--- src/rtl/pwm_multi.sv ---
// Multi-channel PWM with shared period counter and shadowed duty/period registers.
// Define PWM_CENTER_ALIGNED_EN for up/down (center-aligned) counting.
module pwm_multi #(
    parameter int CHANNELS  = 4,
    parameter int BITS      = 8,
    parameter int ADDR_BITS = 5
) (
    input  logic                 clk,
    input  logic                 reset,
    input  logic                 wr_en,
    input  logic [ADDR_BITS-1:0] wr_addr,
    input  logic [BITS-1:0]      wr_data,
    output logic [CHANNELS-1:0]  out,
    output logic                 cycle_start
);

    localparam logic [ADDR_BITS-1:0] PER_ADDR = ADDR_BITS'(CHANNELS);
    localparam logic [ADDR_BITS-1:0] CTL_ADDR = ADDR_BITS'(CHANNELS + 1);
    localparam logic [BITS-1:0]      ONE      = BITS'(1);

    logic [BITS-1:0]     cnt_q, cnt_d;
    logic                en_q, en_d;
    logic [BITS-1:0]     per_sh_q, per_sh_d;
    logic [BITS-1:0]     per_act_q, per_act_d;
    logic [BITS-1:0]     duty_sh_q [CHANNELS];
    logic [BITS-1:0]     duty_sh_d [CHANNELS];
    logic [BITS-1:0]     duty_act_q [CHANNELS];
    logic [BITS-1:0]     duty_act_d [CHANNELS];
    logic [CHANNELS-1:0] out_q, out_d;
    logic                cs_q, cs_d;
    logic                load;
`ifdef PWM_CENTER_ALIGNED_EN
    logic                dir_q, dir_d;
`endif

    always_comb begin
        cnt_d      = cnt_q;
        en_d       = en_q;
        per_sh_d   = per_sh_q;
        per_act_d  = per_act_q;
        duty_sh_d  = duty_sh_q;
        duty_act_d = duty_act_q;
        out_d      = '0;
        cs_d       = 1'b0;
        load       = 1'b0;
`ifdef PWM_CENTER_ALIGNED_EN
        dir_d      = dir_q;
`endif
        if (!en_q) begin
            // Idle: keep actives tracking shadows so enabling starts fresh
            cnt_d = '0;
            load  = 1'b1;
`ifdef PWM_CENTER_ALIGNED_EN
            dir_d = 1'b0;
`endif
        end else begin
            for (int n = 0; n < CHANNELS; n++) begin
                out_d[n] = (cnt_q < duty_act_q[n]);
            end
            cs_d = (cnt_q == '0);
`ifdef PWM_CENTER_ALIGNED_EN
            if (!dir_q) begin
                if (cnt_q == per_act_q) begin
                    if (cnt_q <= ONE) begin
                        cnt_d = '0;
                        load  = 1'b1;
                    end else begin
                        cnt_d = cnt_q - ONE;
                        dir_d = 1'b1;
                    end
                end else begin
                    cnt_d = cnt_q + ONE;
                end
            end else if (cnt_q <= ONE) begin
                cnt_d = '0;
                dir_d = 1'b0;
                load  = 1'b1;
            end else begin
                cnt_d = cnt_q - ONE;
            end
`else
            if (cnt_q == per_act_q) begin
                cnt_d = '0;
                load  = 1'b1;
            end else begin
                cnt_d = cnt_q + ONE;
            end
`endif
        end
        if (load) begin
            per_act_d  = per_sh_q;
            duty_act_d = duty_sh_q;
        end
        // Shadow writes land after the load, so they wait for the next boundary
        if (wr_en) begin
            for (int n = 0; n < CHANNELS; n++) begin
                if (wr_addr == ADDR_BITS'(n)) duty_sh_d[n] = wr_data;
            end
            if (wr_addr == PER_ADDR) per_sh_d = wr_data;
            if (wr_addr == CTL_ADDR) en_d = wr_data[0];
        end
    end

    always_ff @(posedge clk or negedge reset) begin
        if (!reset) begin
            cnt_q     <= '0;
            en_q      <= 1'b0;
            per_sh_q  <= '1;
            per_act_q <= '1;
            for (int n = 0; n < CHANNELS; n++) begin
                duty_sh_q[n]  <= '0;
                duty_act_q[n] <= '0;
            end
            out_q     <= '0;
            cs_q      <= 1'b0;
`ifdef PWM_CENTER_ALIGNED_EN
            dir_q     <= 1'b0;
`endif
        end else begin
            cnt_q      <= cnt_d;
            en_q       <= en_d;
            per_sh_q   <= per_sh_d;
            per_act_q  <= per_act_d;
            duty_sh_q  <= duty_sh_d;
            duty_act_q <= duty_act_d;
            out_q      <= out_d;
            cs_q       <= cs_d;
`ifdef PWM_CENTER_ALIGNED_EN
            dir_q      <= dir_d;
`endif
        end
    end

    assign out         = out_q;
    assign cycle_start = cs_q;

endmodule
--- config.mk ---
export PLATFORM = sky130hd
export DESIGN_NAME = pwm_multi
export DESIGN_NICKNAME = d
export VERILOG_FILES = /design/src/rtl/pwm_multi.sv
export SDC_FILE = /design/constraint.sdc
export NUM_CORES = 1
export LEC_CHECK = 0
export CORE_MARGIN = 2
export CORE_UTILIZATION = 54
export DETAILED_ROUTE_END_ITERATION = 7
export PLACE_DENSITY = 0.77
export SLEW_MARGIN = 20
export SYNTH_ARGS = -nofsm -noshare
export SYNTH_HDL_FRONTEND = slang
export SYNTH_SLANG_ARGS = --single-unit
--- constraint.sdc ---
create_clock -name clk -period 1.67 [get_ports clk]
set_input_delay 0.334 -clock clk [delete_from_list [all_inputs] [get_ports clk]]
set_output_delay 0.334 -clock clk [all_outputs]
set_load 0.02 [all_outputs]
==> flow_summary.yaml, run 1 <==
cells_and_area:
  diodes: 0
  drive_gt1_share_pct: 32.4
  fillers: 575
  area_growth_syn_to_layout_pct: 19.7
  finalNetCount: 455
  fin_util_pct: 67.3
cts:
  clkTransAtPathRegs_ps: 90
  worstSkewPairLatency_ps: 350
  cts_root_buf: "clkbuf_8"
  ctsLongestPathBuffers: 2
  cts_num_sinks: 94
  h-tree-depth: 3
  cts-buffers-inserted: 9
  cts_tree: "yes"
synthesis:
  synth_common_cells: "78 x dfrtp_1, 49 x mux2_2, 32 x inv_1"
  yosysWarnings: 0
  synth_top_cell_area_share_pct: 44.7
  synth_top_family_by_area: "multiplexers"
  syn_avg_cell_area_um2: 12.2
  syn-instance-count: 359
  yosys_register_bits: 94
  synth_compound_area_share_pct: 7.42
  synth-xor-area-share_pct: 2.81
  muxShareOfSynthArea_pct: 13.7
  synth_fa_ha_area_share_pct: 8.59
  synth_area_um2: 4370
  ys.flop_type: "dfrtp_1"
  synth_async_sr_flop_share_pct: 100
  yosys-top-cells-area: "dfrtp_1 45%, mux2_2 13%, dfstp_2 9.6%, ha_1 8.6%, o21ai_0 3.2%"
  yosysTopAreaCell: "dfrtp_1"
  synthSimpleGateAreaFrac_pct: 8.51
  synth-seq-area-share_pct: 54.3
  yosysMostFrequentCell: "dfrtp_1"
  synth.distinct_cells: 34
  synth_edf_count: 0
  synth_nets: 405
floorplan:
  die_h_um: 93.9
  num_io_pins: 21
  std_cell_rows: 32
  core_area_um2: 7770
  die_w_um: 93.9
  initial_core_util_pct: 56.2
  die_area_um2: 8820
sta:
  relSlewSlack_pct: 71.8
  fin_crit_sh_pct: 102
  min_period_ps: 1710
  setup_viol: 16
  finalHoldViolCount: 0
  timing.hold.ws_ps: 450
  tightest_slew_ps: 423
  rsz0062_at_grt: "true"
  fin_ws_ps: -39.1
  maxSlewViolCount: 0
  skew_ps: 8.99
  fmax_mhz: 585
setup_path:
  end_kind: "flip-flop"
  critPathRequiredTime_ps: 1910
  crit_type: "flip-flop to flip-flop"
  crit_arrival_ps: 1950
  worst_path_largest_cell_delay_ps: 570
  start_kind: "flip-flop"
  slowest_stage: "dfstp_2"
  path_max_fanout: 14
  path_cells: "xnor2_2 -> nand4_1 -> o21ai_4 -> buf_12 -> mux2_4"
placement:
  place_ws_ps: -246
  port_buffers: 20
  gp_congestion: 0.769
  dp_hpwl_um: 6250
detailed_routing:
  drtIter0Drc: 114
  vias: 2816
  drcViolationCount: 0
  via_per_inst: 5.46
  totalWireLength_um: 8750
  wl_per_cell_um: 17.0
  final_antenna_net_count: 0
  firstDrtPassIters: 4
global_routing:
  antenna_found_initial: 0
  grt_max_degree: 36
  grt_usage_pct: 21.9
  grt_pass1_vias: 2927
  grt_pass1_wl_um: 14600
  grt-ovfl-total: 0
outcome:
  outcome: "finished, violations left"
  violations: "negative setup slack"
min_path:
  min_path_type: "primary input to asynchronous set/reset pin"
pwr:
  leakagePower_nw: 2.46
  power_w: 0.00653
  peakVddDrop_mv: 0.759
  powerDensity_nw_per_um2: 1250
run:
  max-cap-violations: 0
[per-stage QoR]
stage / TNS [ps] / cells / area (um2)
6_report: -326 / 516 / 5230
5_1_grt: -2660 / 516 / 5230
4_1_cts: -587 / 511 / 5100
3_5_place_dp: -10050 / 494 / 4850
3_3_place_gp: -7280 / 494 / 4850
2_1_floorplan: 0 / 359 / 4370
[cell usage in the layout, fill, tap and decap left out, types with 6 or more instances in the layout]
cell             instances
clkdlybuf4s50_1         18
inv_1                   32
mux2_2                  44
buf_12                   6
dfstp_2                 16
buf_4                   17
ha_1                    28
nand2_1                 30
o21ai_0                 23
nor2_1                  17
clkbuf_8                12
dfrtp_1                 76
a21oi_1                  6
[report_power, final]
part           internal [W]  switching, W  leakage, nW  total, W
sequential          0.00289      0.000264         1.17   0.00316
clock              0.000667      0.000791       0.0950   0.00146
combinational      0.000955      0.000962         1.19   0.00192
[repair_timing]
action / CTS / global route
gates cloned: 0 / 1
endpoints found under the hold margin: 22 / 0
hold buffers: 1 / 0
pin swaps: 1 / 2
buffers inserted: 0 / 4
endpoints found under the setup margin: 33 / 37
gates resized for setup: 11 / 19
[critical path: cells and delay by family (launching register included)]
family	cells	cell delay, ps
XOR/XNOR	1	110
buffers and inverters	1	190
AO/OA/AOI/OAI	1	230
AND/OR/NAND/NOR	1	180
flip-flops	1	570
multiplexers	1	310
[state kept, by name (all words and copies together) (netlist names)]
register	flops
duty_sh_q	32
out	4
per_act_q	8
en_q	1
per_sh_q	8
duty_act_q	32
cycle_start	1
cnt_q	8
[layout make-up]
type	instances	area (um2)	area share, %
Multi-Input combinational cell	225	1900	36.3
Tap cell	102	128	2.44
Clock buffer	12	165	3.16
Timing Repair Buffer	47	513	9.81
Inverter	32	120	2.30
Clock inverter	4	28.8	0.550
Sequential cell	94	2370	45.4
[per-layer routing]
metal | vias up | wire length (um) | GRT usage [%]
met1 | 1443 | 3990 | 29.2
met2 | 34 | 4450 | 36.9
met4 | 0 | 122 | 6.88
met3 | 10 | 187 | 3.21
met5 | - | 0 | 0
li1 | 1329 | - | -
[logic make-up after synthesis]
logic type | count (synthesis)
buffers and inverters | 40
adder cells (fa/ha/maj) | 30
flip-flops | 94
multiplexers | 53
AND/OR/NAND/NOR | 75
AO/OA/AOI/OAI | 53
XOR/XNOR | 14
[worst paths after layout]
path	startpoint	endpoint	slack [ps]	depth (start not counted)
worst min-delay path	reset	duty_act_q[21]	450	2
max in group asynchronous	reset	per_sh_q[4]	630	3
worst max-delay path	per_act_q[0]	duty_act_q[24]	-40	5
worst min register to register	duty_sh_q[3]	duty_act_q[3]	490	2
worst max register to register	per_act_q[0]	duty_act_q[24]	-40	5
min in group clk	duty_sh_q[3]	duty_act_q[3]	490	2
No activity file was read; power rests on OpenSTA's default activity.
==> inputs of run 2 (changes only) <==
Settings changed: SETUP_SLACK_MARGIN set to 0.1, TNS_END_PERCENT set to 30.
==> flow_summary.yaml, run 2 (synthesis gave the netlist of run 1 again) <==
setup_path:
  r2r_cells: 4
  cp-startpoint: "cnt_q[7]"
  r2r_end: "out[3]"
  r2r_setup_slack_ps: -60
  reg2reg_from: "cnt_q[7]"
  crit_end: "out[3]"
  path_max_fanout: 7
  crit_arrival_ps: 2010
  end_kind: "flip-flop"
  critPathRequiredTime_ps: 1940
  crit_type: "flip-flop to flip-flop"
  start_kind: "flip-flop"
sta:
  tightest_slew_ps: 386
  relSlewSlack_pct: 74.3
  skew_ps: 9.91
  finalHoldViolCount: 0
  fmax_mhz: 577
  fin_crit_sh_pct: 104
  maxSlewViolCount: 0
  min_period_ps: 1730
  rsz0062_at_grt: "true"
  setup_viol: 8
  fin_ws_ps: -63.9
cells_and_area:
  final_cell_mix: "74 x dfrtp_1, 46 x mux2_2, 32 x inv_1"
  final_cell_count_no_fill: 519
  reg_top3: "duty_act_q: 32 flops, duty_sh_q: 32 flops"
  final_common_cell: "dfrtp_1"
  area_growth_syn_to_layout_pct: 20.9
  fin_util_pct: 68.0
  drive_gt1_share_pct: 33.6
  diodes: 0
  fillers: 570
  finalNetCount: 458
floorplan:
  core_area_um2: 7770
  die_area_um2: 8820
  num_io_pins: 21
  initial_core_util_pct: 56.2
  std_cell_rows: 32
  die_w_um: 93.9
  die_h_um: 93.9
cts:
  clkTransAtPathRegs_ps: 90
  ctsLongestPathBuffers: 2
  h-tree-depth: 3
  cts_tree: "yes"
  cts-buffers-inserted: 9
  cts_num_sinks: 94
  worstSkewPairLatency_ps: 360
  cts_root_buf: "clkbuf_8"
outcome:
  violations: "negative setup slack"
  outcome: "finished, violations left"
placement:
  port_buffers: 20
  dp_cells: 499
  dp_hpwl_um: 6200
  gp_congestion: 0.802
detailed_routing:
  via_per_inst: 5.36
  drcViolationCount: 0
  totalWireLength_um: 8880
  wl_per_cell_um: 17.1
  drtIter0Drc: 125
  final_antenna_net_count: 0
  vias: 2784
  firstDrtPassIters: 4
global_routing:
  grt_max_degree: 37
  grt_pass1_wl_um: 14800
  grt-ovfl-total: 0
  grt_usage_pct: 22.2
  grt_pass1_vias: 2989
  antenna_found_initial: 0
pwr:
  peakVddDrop_mv: 0.620
  powerDensity_nw_per_um2: 1230
  leakagePower_nw: 2.49
run:
  max-cap-violations: 0
min_path:
  min_path_type: "primary input to asynchronous set/reset pin"
## run 2: how the worst min path moves through the flow
stage,endpoint,from,slack (ps)
detailed placement,duty_act_q[23],reset,290
CTS,duty_act_q[23],reset,440
floorplan,cnt_q[0],reset,40
finish,out[1],reset,430
global placement,out[1],reset,280
global route,out[1],reset,480
## run 2: layer usage
| metal | wire length (um) | vias to the layer above | GRT usage (%) |
|---|---|---|---|
| met4 | 152 | 0 | 6.52 |
| met1 | 3930 | 1398 | 28.1 |
| li1 | - | 1332 | - |
| met3 | 246 | 12 | 4.17 |
| met2 | 4550 | 42 | 38.6 |
| met5 | 0 | - | 0 |
## run 2: cell type report
class / count / area, um2 / area share (%)
repair buffers: 50 / 544 / 10.3
multi-input cells: 225 / 1920 / 36.4
well taps: 102 / 128 / 2.42
inverters: 32 / 120 / 2.27
clock buffers: 14 / 173 / 3.27
clock inverters: 2 / 15.0 / 0.284
flip-flops and latches: 94 / 2380 / 45.0
## run 2: timing repair
action,4_1_cts,5_1_grt
cloned,0,1
hold buffers,1,0
setup endpoints to repair,58,66
pin swaps,5,5
resized for setup,18,14
endpoints found under the hold margin,26,0
setup buffers,1,1
## run 2: critical path, cell delays in order, from the launching register on
cell,delay [ps]
dfrtp_2,520
ha_1,350
and3_4,190
a2111o_1,400
a31oi_1,180
## run 2: stage by stage
stage | hold slack [ps] | setup slack, ps | total power [W] | setup TNS (ps) | area, um2
final | 430 | -63.9 | 0.00651 | -117 | 5280
after global placement | 283 | -200 | 0.00485 | -7820 | 4910
after CTS | 441 | -31.0 | 0.00646 | -112 | 5180
after detailed placement | 289 | -261 | 0.00496 | -11400 | 4910
after floorplan | 38.4 | 82.8 | 0.00430 | 0 | 4370
after global routing | 476 | -93.6 | 0.00693 | -2280 | 5280
## run 2: report_power, final
part	leakage [nW]	switching (W)	internal (W)	total (W)
sequential	1.17	0.000251	0.00289	0.00314
combinational	1.23	0.000970	0.000974	0.00194
clock	0.0889	0.000760	0.000666	0.00143
==> inputs of run 3 (changes only) <==
Settings changed: CORE_ASPECT_RATIO set to 1.2, SKIP_CTS_REPAIR_TIMING set to 1.
==> flow_summary.yaml, run 3 (synthesis gave the netlist of run 1 again) <==
outcome:
  outcome: "finished, violations left"
  violations: "negative setup slack"
placement:
  gp_congestion: 0.808
  postPlaceCellArea_um2: 4850
  dp_cells: 485
  dp_hpwl_um: 5940
  port_buffers: 20
floorplan:
  initial_core_util_pct: 56.4
  die_h_um: 103
  std_cell_rows: 35
  die_w_um: 86.1
  num_io_pins: 21
  core_area_um2: 7750
  die_area_um2: 8830
run:
  max-cap-violations: 0
cells_and_area:
  drive_gt1_share_pct: 32.4
  final_cell_mix: "74 x dfrtp_1, 45 x mux2_2, 32 x inv_1"
  area_growth_syn_to_layout_pct: 19.8
  finalNetCount: 455
  final_cell_count_no_fill: 506
  diodes: 0
  final_common_cell: "dfrtp_1"
  fin_area_um2: 5230
  reg_top3: "duty_act_q: 32 flops, duty_sh_q: 32 flops"
  fillers: 560
sta:
  skew_ps: 7.36
  fin_ws_ps: -105
  fmax_mhz: 563
  tightest_slew_ps: 343
  finalHoldViolCount: 0
  setup_viol: 35
  maxSlewViolCount: 0
  min_period_ps: 1770
  relSlewSlack_pct: 77.1
  fin_crit_sh_pct: 106
  rsz0062_at_grt: "true"
setup_path:
  crit_type: "flip-flop to flip-flop"
  reg2reg_from: "per_act_q[5]"
  r2r_end: "duty_act_q[16]"
  crit_buf_inv: 1
  slowest_stage: "dfstp_2"
  end_kind: "flip-flop"
  r2r_cells: 5
  path_max_fanout: 13
  crit_arrival_ps: 2020
  critPathRequiredTime_ps: 1920
  worst_path_largest_cell_delay_ps: 550
  start_kind: "flip-flop"
  r2r_setup_slack_ps: -100
  path_cells: "xnor2_1 -> nand4_1 -> o21ai_4 -> buf_12 -> mux2_2"
  critical_path.top_delay_family: "flip-flops"
global_routing:
  grt_pass1_wl_um: 14000
  grt_usage_pct: 21.3
  antenna_found_initial: 0
  grt_pass1_vias: 2806
  grt_max_degree: 41
  grt-ovfl-total: 0
pwr:
  powerDensity_nw_per_um2: 1250
  leakagePower_nw: 2.52
  peakVddDrop_mv: 0.605
detailed_routing:
  drcViolationCount: 0
  final_antenna_net_count: 0
  via_per_inst: 5.54
  drtIter0Drc: 128
  wl_per_cell_um: 17.1
  firstDrtPassIters: 4
  vias: 2805
  totalWireLength_um: 8680
min_path:
  min_path_type: "primary input to asynchronous set/reset pin"
cts:
  cts_num_sinks: 94
  h-tree-depth: 3
  cts_root_buf: "clkbuf_8"
  clkTransAtPathRegs_ps: 90
  cts_tree: "yes"
  ctsLongestPathBuffers: 2
  worstSkewPairLatency_ps: 360
  cts-buffers-inserted: 9
[run 3: cell types whose count changed in the layout (fill, tap and decap cells not counted), moves of 2 or more]
cell            delta
and3_4             -3
xnor2_1            -4
ha_4               -3
dlymetal6s2s_1     +5
dlygate4sd2_1      -5
ha_1               +3
and3_1             +3
buf_12             -2
xnor2_2            +4
[run 3: per-stage QoR]
| step | setup TNS (ps) | total power (W) | util, % | hold WS (ps) | setup slack [ps] |
|---|---|---|---|---|---|
| floorplan | 0 | 0.00430 | - | 38.4 | 82.8 |
| global placement | -7970 | 0.00479 | 62.5 | 256 | -217 |
| detailed placement | -12000 | 0.00490 | 62.5 | 262 | -268 |
| CTS | -5410 | 0.00643 | 65.1 | -134 | -187 |
| global route | -3640 | 0.00693 | 67.5 | 428 | -141 |
| finish | -1370 | 0.00653 | 67.5 | 421 | -105 |
[run 3: layout make-up]
type / instances / area [um2] / share of cell area [%]
inverter: 32 / 120 / 2.30
clock buffer: 13 / 159 / 3.04
tap: 92 / 115 / 2.20
sequential: 94 / 2380 / 45.4
multi-input combinational: 225 / 1920 / 36.6
clock inverter: 3 / 42.5 / 0.813
timing repair buffer: 47 / 502 / 9.59
[run 3: worst max-delay path by stage]
| stage | from | to | slack, ps | depth (start not counted) |
|---|---|---|---|---|
| after floorplan | per_act_q[0] | duty_act_q[0] | 80 | 5 |
| after global placement | wr_addr[4] | duty_sh_q[23] | -220 | 6 |
| after detailed placement | wr_addr[3] | duty_sh_q[6] | -270 | 4 |
| after CTS | cnt_q[6] | per_act_q[5] | -190 | 5 |
| after global routing | per_act_q[7] | duty_act_q[31] | -140 | 7 |
| final | per_act_q[5] | duty_act_q[16] | -100 | 5 |
[run 3: power breakdown]
part | total (W) | leakage (nW) | internal, W | switching (W)
combinational | 0.00185 | 1.25 | 0.000909 | 0.000940
sequential | 0.00315 | 1.17 | 0.00289 | 0.000255
clock | 0.00153 | 0.0996 | 0.000773 | 0.000757
total | 0.00653 | 2.52 | 0.00458 | 0.00195
[run 3: per-layer routing]
| layer | routed length (um) | share of wire, % | global-route usage (%) | vias up |
|---|---|---|---|---|
| met3 | 251 | 2.9 | 4.32 | 21 |
| met5 | 0 | 0 | 0 | - |
| li1 | - | - | - | 1336 |
| met2 | 4560 | 53 | 36.7 | 49 |
| met4 | 209 | 2.4 | 8.06 | 0 |
| met1 | 3650 | 42 | 26.6 | 1399 |
==> RTL edit (flow settings as in run 2) <==
Register the output `out` once more, with the module's reset; this adds one clock of latency there. The other outputs are not delayed to match.
--- a/src/rtl/pwm_multi.sv
+++ b/src/rtl/pwm_multi.sv
@@ -131,7 +131,13 @@
         end
     end
 
-    assign out         = out_q;
+    always_ff @(posedge clk or negedge reset) begin
+        if (!reset) begin
+            out <= '0;
+        end else begin
+            out <= out_q;
+        end
+    end
     assign cycle_start = cs_q;
 
 endmodule
Check against the original RTL: not equivalent (Yosys sat finds a counterexample within 4 cycles, from zero or initial values and one cycle with reset low).
==> RTL edit against run 2 <==
The run still ends with setup timing left. Wire length decreased by 1.5%. Maximum frequency increased by 1.3%. Final area grew 0.38%. Via count up 0.47%. Sequential power up 5%. Synthesized cell count up 1.1%. First-iteration DRC count is 34% higher. Total power grew 5.2%. Area after synthesis grew 2.3%. Non-clock buffer count decreased by 5. Sequential share of layout area rose by 1.7 points. Worst setup slack better by 0.022 ns. Sequential cell count increased by 4.
==> RTL edit: results (changes against run 2) <==
| Metric | Value |
|---|---|
| Later-pin clock latency in the skew report | `0.38 ns (+0.02 ns)` |
| Hold Path Class | `reg -> reg` |
| CP Max Fanout | `6 (-1)` |
| Met2 wire length | `3900 um (-14%)` |
| Worst vdd ir | `0.865 mV (+40%)` |
| Total Neg Setup Slack | `-0.117 ns (+0.000846 ns)` |
| Layout cells sized above 1 | `0.320 (-0.0160)` |
| Post-DR wirelength/cell | `16.8 um (-1.9%)` |
| Clock Power Share | `0.259 (+0.040)` |
| Status | `complete, but fails checks` |
| GR Util met3 | `0.0447 (+0.00296)` |
| Sequential share of power | `0.481 (-0.002)` |
| Met1 WL | `4340 um (+10%)` |
| Failing checks | `setup timing` |
| Post-DP HPWL | `6160 um (-0.55%)` |
| Net Switching | `2060 uW (+4.2%)` |
| Post-CTS Setup Inserts | `0 (-1)` |
| Met1 GRT Util | `0.313 (+0.0320)` |
| Layout Skew | `0.00799 ns (-0.00191 ns)` |
| Cells after DPL | `504 (+1.0%)` |
| Vias post-DR | `2,797 (+0.47%)` |
| Iter 0 DRT Violations | `168 (+34%)` |
| Synth Net Count | `409 (+0.99%)` |
| Setup WS post-layout | `-0.0416 ns (+0.0223 ns)` |
| Crit path largest cell delay | `0.50 ns (-0.02 ns)` |
| Endpoints failing setup | `6 (-2)` |
| Avg Cell Area, Syn | `12.3 um2 (+1.2%)` |
| Worst r2r src | `cnt_q[6]` |
| Clk pwr | `1770 uW (+24%)` |
| Sequential share of the synthesized area | `0.553 (+0.0102)` |
| First-pass GRT wire length | `14,600 um (-1.4%)` |
| Post-synth top cells | `dfrtp_1, mux2_2, inv_1, nand2_1, ha_1` |
| Fin nets | `457 (-0.22%)` |
| Share of the core filled with cells | `0.652 (-0.0282)` |
| GR Layer Usage met2 | `0.323 (-0.0624)` |
RTL edit: cell families (layout without fill, tap and decap cells):
kind of cell,Yosys count,count (layout),synth area share
AO/OA/AOI/OAI,53,53,0.0725
multiplexers,53,53,0.134
buffers and inverters,40,93,0.0459
adder cells (fa/ha/maj),30,30,0.0840
XOR/XNOR,14,14,0.0274
flip-flops,98,98,0.553
AND/OR/NAND/NOR,75,75,0.0832
RTL edit: path summary, 6_finish.rpt:
kind | to | slack (ns)
min reg2reg | out[0] | 0.36
min | out[0] | 0.36
min in group asynchronous | cnt_q[6] | 0.45
max reg2reg | out_q[0] | -0.04
max | out_q[0] | -0.04
max in group asynchronous | duty_act_q[12] | 0.67
RTL edit: area by class of cell:
cell class,count,share of cell area
Tap cell,105,0.0248
Clock buffer,11,0.0286
Clock inverter,5,0.0161
Sequential cell,98,0.467
Timing Repair Buffer,45,0.0883
Inverter,32,0.0227
Multi-Input combinational cell,225,0.352
